==> src/rtl/if_id_pkg.sv <==
// rtl/if_id_pkg.sv - shared core constants and IF/ID action decode
package if_id_pkg;

  localparam int STALL_IF = 1;
  localparam int STALL_ID = 2;

  localparam logic [31:0] NOP_INST  = 32'h0000_0000;
  localparam logic [31:0] ZERO_WORD = 32'h0000_0000;

  typedef enum logic [2:0] {
    ACT_FLUSH,
    ACT_HOLD,
    ACT_BUBBLE,
    ACT_KILL,
    ACT_CAPTURE
  } act_e;

  // kill_any folds the live branch kill together with a remembered one
  function automatic act_e next_action(input logic flush, input logic [5:0] stall,
                                       input logic kill_any);
    if (flush)                return ACT_FLUSH;
    else if (stall[STALL_ID]) return ACT_HOLD;
    else if (stall[STALL_IF]) return ACT_BUBBLE;
    else if (kill_any)        return ACT_KILL;
    else                      return ACT_CAPTURE;
  endfunction

endpackage

==> src/rtl/if_id_if.sv <==
// rtl/if_id_if.sv - fetch/control to decode bundle for the IF/ID register
interface if_id_if #(
  parameter int ADDR_W = 32,
  parameter int INST_W = 32,
  parameter int CNT_W  = 16
);
  logic [5:0]        stall_i;
  logic              flush_i;
  logic              branch_kill_i;
  logic [ADDR_W-1:0] if_inst_addr_i;
  logic [INST_W-1:0] if_inst_i;
  logic [ADDR_W-1:0] id_inst_addr_o;
  logic [INST_W-1:0] id_inst_o;
  logic              id_valid_o;
  logic [CNT_W-1:0]  bubble_cnt_o;
  logic [CNT_W-1:0]  flush_cnt_o;

  modport master (
    output stall_i, flush_i, branch_kill_i, if_inst_addr_i, if_inst_i,
    input  id_inst_addr_o, id_inst_o, id_valid_o, bubble_cnt_o, flush_cnt_o
  );

  modport slave (
    input  stall_i, flush_i, branch_kill_i, if_inst_addr_i, if_inst_i,
    output id_inst_addr_o, id_inst_o, id_valid_o, bubble_cnt_o, flush_cnt_o
  );
endinterface

==> src/rtl/if_id_sat_counter.sv <==
// rtl/if_id_sat_counter.sv - unsigned counter that sticks at all-ones
module sat_counter #(
  parameter int WIDTH = 16
) (
  input  logic             clk,
  input  logic             rst,
  input  logic             inc,
  output logic [WIDTH-1:0] count
);

  always_ff @(posedge clk) begin
    if (rst) begin
      count <= '0;
    end else if (inc && (count != {WIDTH{1'b1}})) begin
      count <= count + 1'b1;
    end
  end

endmodule

==> src/rtl/if_id.sv <==
// rtl/if_id.sv - IF/ID pipeline register with stall, flush, branch kill and perf counters
module if_id
  import if_id_pkg::*;
#(
  parameter int                ADDR_W   = 32,
  parameter int                INST_W   = 32,
  parameter logic [INST_W-1:0] NOP_INST = if_id_pkg::NOP_INST,
  parameter int                CNT_W    = 16
) (
  input logic    clk,
  input logic    rst,
  if_id_if.slave bus
);

  logic [ADDR_W-1:0] addr_q;
  logic [INST_W-1:0] inst_q;
  logic              valid_q;
  logic              kill_pending;
  act_e              act;
  logic              bubble_inc;
  logic              flush_inc;
  logic              unused_stall;

  assign unused_stall = ^{bus.stall_i[5:3], bus.stall_i[0]};

  assign act = next_action(bus.flush_i, bus.stall_i, bus.branch_kill_i | kill_pending);

  always_ff @(posedge clk) begin
    if (rst) begin
      addr_q       <= ADDR_W'(ZERO_WORD);
      inst_q       <= NOP_INST;
      valid_q      <= 1'b0;
      kill_pending <= 1'b0;
    end else begin
      case (act)
        ACT_FLUSH: begin
          addr_q       <= ADDR_W'(ZERO_WORD);
          inst_q       <= NOP_INST;
          valid_q      <= 1'b0;
          kill_pending <= 1'b0;
        end
        ACT_HOLD: begin
          // wrong-path instruction stays parked in IF; squash it when it moves
          kill_pending <= kill_pending | bus.branch_kill_i;
        end
        ACT_BUBBLE: begin
          addr_q       <= ADDR_W'(ZERO_WORD);
          inst_q       <= NOP_INST;
          valid_q      <= 1'b0;
          kill_pending <= kill_pending | bus.branch_kill_i;
        end
        ACT_KILL: begin
          addr_q       <= bus.if_inst_addr_i;
          inst_q       <= NOP_INST;
          valid_q      <= 1'b0;
          kill_pending <= 1'b0;
        end
        default: begin
          addr_q  <= bus.if_inst_addr_i;
          inst_q  <= bus.if_inst_i;
          valid_q <= 1'b1;
        end
      endcase
    end
  end

  assign bubble_inc = (act == ACT_BUBBLE) || (act == ACT_KILL);
  assign flush_inc  = (act == ACT_FLUSH);

  sat_counter #(.WIDTH(CNT_W)) u_bubble_cnt (
    .clk   (clk),
    .rst   (rst),
    .inc   (bubble_inc),
    .count (bus.bubble_cnt_o)
  );

  sat_counter #(.WIDTH(CNT_W)) u_flush_cnt (
    .clk   (clk),
    .rst   (rst),
    .inc   (flush_inc),
    .count (bus.flush_cnt_o)
  );

  assign bus.id_inst_addr_o = addr_q;
  assign bus.id_inst_o      = inst_q;
  assign bus.id_valid_o     = valid_q;

endmodule

==> src/flat_wrapper.sv <==
// flat-port wrapper written by rule: the top's interface ports become plain ports
module if_id_flat import if_id_pkg::*;
#(
  parameter int                ADDR_W   = 32,
  parameter int                INST_W   = 32,
  parameter logic [INST_W-1:0] NOP_INST = if_id_pkg::NOP_INST,
  parameter int                CNT_W    = 16
)
  (clk, rst, bus_stall_i, bus_flush_i, bus_branch_kill_i, bus_if_inst_addr_i, bus_if_inst_i, bus_id_inst_addr_o, bus_id_inst_o, bus_id_valid_o, bus_bubble_cnt_o, bus_flush_cnt_o);
  if_id_if #(.ADDR_W(ADDR_W), .INST_W(INST_W), .CNT_W(CNT_W)) bus_i ();
  input logic clk;
  input logic rst;
  input wire logic [$bits(bus_i.stall_i)-1:0] bus_stall_i;
  input wire logic [$bits(bus_i.flush_i)-1:0] bus_flush_i;
  input wire logic [$bits(bus_i.branch_kill_i)-1:0] bus_branch_kill_i;
  input wire logic [$bits(bus_i.if_inst_addr_i)-1:0] bus_if_inst_addr_i;
  input wire logic [$bits(bus_i.if_inst_i)-1:0] bus_if_inst_i;
  output wire logic [$bits(bus_i.id_inst_addr_o)-1:0] bus_id_inst_addr_o;
  output wire logic [$bits(bus_i.id_inst_o)-1:0] bus_id_inst_o;
  output wire logic [$bits(bus_i.id_valid_o)-1:0] bus_id_valid_o;
  output wire logic [$bits(bus_i.bubble_cnt_o)-1:0] bus_bubble_cnt_o;
  output wire logic [$bits(bus_i.flush_cnt_o)-1:0] bus_flush_cnt_o;
  assign bus_i.stall_i = bus_stall_i;
  assign bus_i.flush_i = bus_flush_i;
  assign bus_i.branch_kill_i = bus_branch_kill_i;
  assign bus_i.if_inst_addr_i = bus_if_inst_addr_i;
  assign bus_i.if_inst_i = bus_if_inst_i;
  assign bus_id_inst_addr_o = bus_i.id_inst_addr_o;
  assign bus_id_inst_o = bus_i.id_inst_o;
  assign bus_id_valid_o = bus_i.id_valid_o;
  assign bus_bubble_cnt_o = bus_i.bubble_cnt_o;
  assign bus_flush_cnt_o = bus_i.flush_cnt_o;
  if_id #(.ADDR_W(ADDR_W), .INST_W(INST_W), .NOP_INST(NOP_INST), .CNT_W(CNT_W)) u_core (.clk(clk), .rst(rst), .bus(bus_i));
endmodule
==> config.mk <==
export PLATFORM = sky130hd
export DESIGN_NAME = if_id_flat
export DESIGN_NICKNAME = d
export VERILOG_FILES = /design/src/rtl/if_id_pkg.sv /design/src/rtl/if_id_if.sv /design/src/rtl/if_id_sat_counter.sv /design/src/rtl/if_id.sv /design/src/flat_wrapper.sv
export SDC_FILE = /design/constraint.sdc
export NUM_CORES = 1
export LEC_CHECK = 0
export ABC_AREA = 1
export ABC_CLOCK_PERIOD_IN_PS = 2000
export CORE_UTILIZATION = 43
export CTS_CLUSTER_SIZE = 28
export DETAILED_ROUTE_END_ITERATION = 8
export GPL_ROUTABILITY_DRIVEN = 0
export HOLD_SLACK_MARGIN = 0.12
export PLACE_DENSITY = 0.85
export SYNTH_ARGS = -nofsm -noshare
export SYNTH_HDL_FRONTEND = slang
export SYNTH_SLANG_ARGS = --single-unit
==> constraint.sdc <==
create_clock -name clk -period 2 [get_ports clk]
set_clock_uncertainty 0.15 [all_clocks]
set_input_delay 0.2 -clock clk [delete_from_list [all_inputs] [get_ports clk]]
set_output_delay 0.2 -clock clk [all_outputs]
set_load 0.03 [all_outputs]
==> flow_metrics.env <==
export IMPL_status="complete, no violations"
export IMPL_power_switching_w=0.000950
export IMPL_holdPathStages=4
export IMPL_comb_power_share_pct=11.7
export IMPL_core_um2=9330
export IMPL_worst_path_max_fanout=7
export IMPL_layout_common_cells="234 x nand2_1, 165 x clkdlybuf4s50_1, 98 x dfxtp_1"
export IMPL_yosysSeqAreaShare_pct=46.8
export IMPL_wire_per_inst_um=13.1
export IMPL_final_common_cell="nand2_1"
export IMPL_p_seq_share_pct=55.3
export IMPL_io_buffers=166
export IMPL_hp_start="rst"
export IMPL_clockBufferDepth=2
export IMPL_htreeDepth=3
export IMPL_drive_gt1_share_pct=7.60
export IMPL_cts_tree="built"
export IMPL_synthCells=591
export IMPL_numClockSinks=98
export IMPL_arrival_ns=1.57
export IMPL_gr_usage_all_layers_pct=23.2
export IMPL_cp_num_buf_inv=1
export IMPL_synth_top_family_by_area="simple AND/OR/NAND/NOR gates"
export IMPL_r2r_slack_ns=0.19
export IMPL_p_per_area_nw_per_um2=581
export IMPL_slew_violations=0
export IMPL_synth_compound_area_share_pct=12.9
export IMPL_layout_nets=834
export IMPL_die_h_um=101
export IMPL_setup_viol=0
export IMPL_clk_latency_ns=0.36
export IMPL_yosysWarningCount=0
export IMPL_drt_total_wl_mm=11.7
export IMPL_peakVddDrop_mv=0.388
export IMPL_layout_min_cycle_time_ns=1.92
export IMPL_synthAdderAreaFrac_pct=0.598
export IMPL_fmax_mhz=522
export IMPL_cp_required_ns=1.65
export IMPL_reg2reg_from="u_core.u_flush_cnt.count[1]$_SDFFE_PP0P_"
export IMPL_path_depth=1
export IMPL_p_int_w=0.00265
export IMPL_hold_path_class="input pin to flop"
export IMPL_critPathMaxStageDelay_ns=0.73
export IMPL_grt_start_max_net_pins=68
export IMPL_cp_end_kind="primary output"
export IMPL_synth_simple_area_share_pct=31.6
export IMPL_hold_viol_final=0
export IMPL_syn_avg_cell_area_um2=7.09
export IMPL_firstDrtPassIters=4
export IMPL_ys_types=24
export IMPL_finalCritPeriodShare_pct=95.8
export IMPL_power_share_clock_pct=33.0
export IMPL_syn_num_nets=667
export IMPL_synthTopCellsByArea="dfxtp_1 47%, nand2_1 21%, a21oi_1 9.8%"
export IMPL_synth_top_area_share_pct=46.8
export IMPL_diodes=0
export IMPL_fp_dieArea_um2=10100
export IMPL_r2r_cells=7
export IMPL_synth_area_leader_cell="dfxtp_1"
export IMPL_syn_to_final_growth_pct=48.1
export IMPL_worstPathCellList="clkdlybuf4s50_1"
export IMPL_place_hpwl_mm=8.47
export IMPL_synth_area_um2=4190
export IMPL_maxCapViolCount=0
export IMPL_slew_headroom_pct=48.1
export IMPL_die_width_um=101
export IMPL_critical_path_top_delay_family="buffers and inverters"
export IMPL_critPathSlowestCell="clkdlybuf4s50_1"
export IMPL_ios=171
export IMPL_gr_total_overflow=0
export IMPL_critPathKind="flop to primary output"
export IMPL_ctsHoldBuffers=0
export IMPL_timing_setup_tns_ns=0
export IMPL_cts_made_buffers=9
export IMPL_grt_pass1_wl_mm=18.6
export IMPL_cts_resized=0
export IMPL_antenna_found_initial=0
export IMPL_clk_pin_slew_ns=0.10
export IMPL_grt_pass1_vias=4094
export IMPL_r2r_end="u_core.u_flush_cnt.count[9]$_SDFFE_PP0P_"
export IMPL_switching_share_pct=26.4
export IMPL_ys_ff_latch=98
export IMPL_hold_end="u_core.u_flush_cnt.count[10]$_SDFFE_PP0P_"
export IMPL_hold_slack_ns=0.174
export IMPL_synth_xor_area_share_pct=2.51
export IMPL_rsz0062_at_grt="false"
export IMPL_cts_setup_buffers=0
export IMPL_routed_via_density=4.92
export IMPL_muxShareOfSynthArea_pct=0
export IMPL_vias=4391
export IMPL_route_antenna_remaining_nets=0
export IMPL_p_leak_nw=2.11
export IMPL_worstSetupStartpointType="flop"
export IMPL_worst_pin_slew_ns=0.778
export IMPL_row_count=35
export IMPL_route_detailed_drc=0
export IMPL_root_buffer="clkbuf_8"
export IMPL_start_util_pct=44.9
export IMPL_drt_iter0_markers=129
-- metal layers --
metal / GRT usage, % / up-vias / wire [µm]
li1: - / 2215 / -
met1: 26.8 / 2012 / 4740
met2: 40.3 / 146 / 5830
met3: 6.45 / 18 / 881
met4: 9.81 / 0 / 223
met5: 0 / - / 0
-- cell families after synthesis --
kind of cell,Yosys count
flip-flops,98
AO/OA/AOI/OAI,98
buffers and inverters,55
adder cells (fa/ha/maj),2
AND/OR/NAND/NOR,326
XOR/XNOR,12
-- synth_stat cells --
cell type / instances
nor2_1: 47
clkinv_1: 1
a21oi_1: 82
buf_2: 8
nor2_4: 2
nor3b_1: 1
xor2_1: 7
dfxtp_1: 98
nand3_1: 20
o21ai_2: 2
o21ai_0: 3
nor3_1: 1
inv_2: 2
xnor2_1: 5
nand4_1: 12
buf_6: 2
inv_1: 26
nand2_2: 4
nand2_1: 234
clkbuf_1: 15
a21oi_2: 11
ha_1: 2
buf_4: 1
nor2_2: 5
-- tightest hold or removal path: stages --
cell and delay [ns]:
buf_2 0.11, clkinv_1 0.19, nand2_1 0.08, nor2_1 0.07
-- how the worst max path moves through the flow --
stage	from	end	slack, ns
6_report	u_core.u_bubble_cnt.count[2]$_SDFFE_PP0P_	bus_bubble_cnt_o[2]	0.08
5_1_grt	u_core.u_flush_cnt.count[1]$_SDFFE_PP0P_	u_core.u_flush_cnt.count[9]$_SDFFE_PP0P_	0.005
4_1_cts	u_core.u_bubble_cnt.count[2]$_SDFFE_PP0P_	bus_bubble_cnt_o[2]	0.07
3_5_place_dp	bus_stall_i[2]	u_core.u_bubble_cnt.count[15]$_SDFFE_PP0P_	0.15
3_3_place_gp	bus_stall_i[2]	u_core.u_bubble_cnt.count[15]$_SDFFE_PP0P_	0.22
2_1_floorplan	u_core.u_bubble_cnt.count[0]$_SDFFE_PP0P_	u_core.u_bubble_cnt.count[3]$_SDFFE_PP0P_	0.11
-- stage by stage --
stage	util (%)	setup WS, ns	power, W	instances	instance area (µm²)
finish	66.5	0.0841	0.00360	892	6200
global placement	64.6	0.219	0.00245	876	6020
CTS	66.5	0.0665	0.00364	892	6200
detailed placement	64.6	0.146	0.00246	876	6020
floorplan	-	0.109	0.00222	591	4190
global route	66.5	0.00510	0.00376	892	6200
-- area by class of cell --
| class | instances | area (µm²) |
|---|---|---|
| timing repair buffer | 182 | 1800 |
| sequential | 98 | 1960 |
| inverter | 29 | 109 |
| tap | 129 | 161 |
| clock buffer | 10 | 128 |
| clock inverter | 6 | 48.8 |
| multi-input combinational | 438 | 1990 |
| fill | 799 | 3130 |
-- registers in the layout, summed over array words and instances (netlist names) --
signal,cells
u_core.bus.id_inst_o,32
u_core.u_flush_cnt.count,16
u_core.bus.id_inst_addr_o,32
u_core.kill_pending,1
u_core.u_bubble_cnt.count,16
u_core.bus.id_valid_o,1
-- power by group through the flow --
stage          sequential (W)  combinational [W]  clock [W]
6_report              0.00199           0.000421    0.00119
2_1_floorplan         0.00209           0.000129          0
4_1_cts               0.00199           0.000423    0.00122
5_1_grt               0.00200           0.000455    0.00130
3_5_place_dp          0.00204           0.000422          0
3_3_place_gp          0.00204           0.000413          0
(Power assumes the default switching activity.)
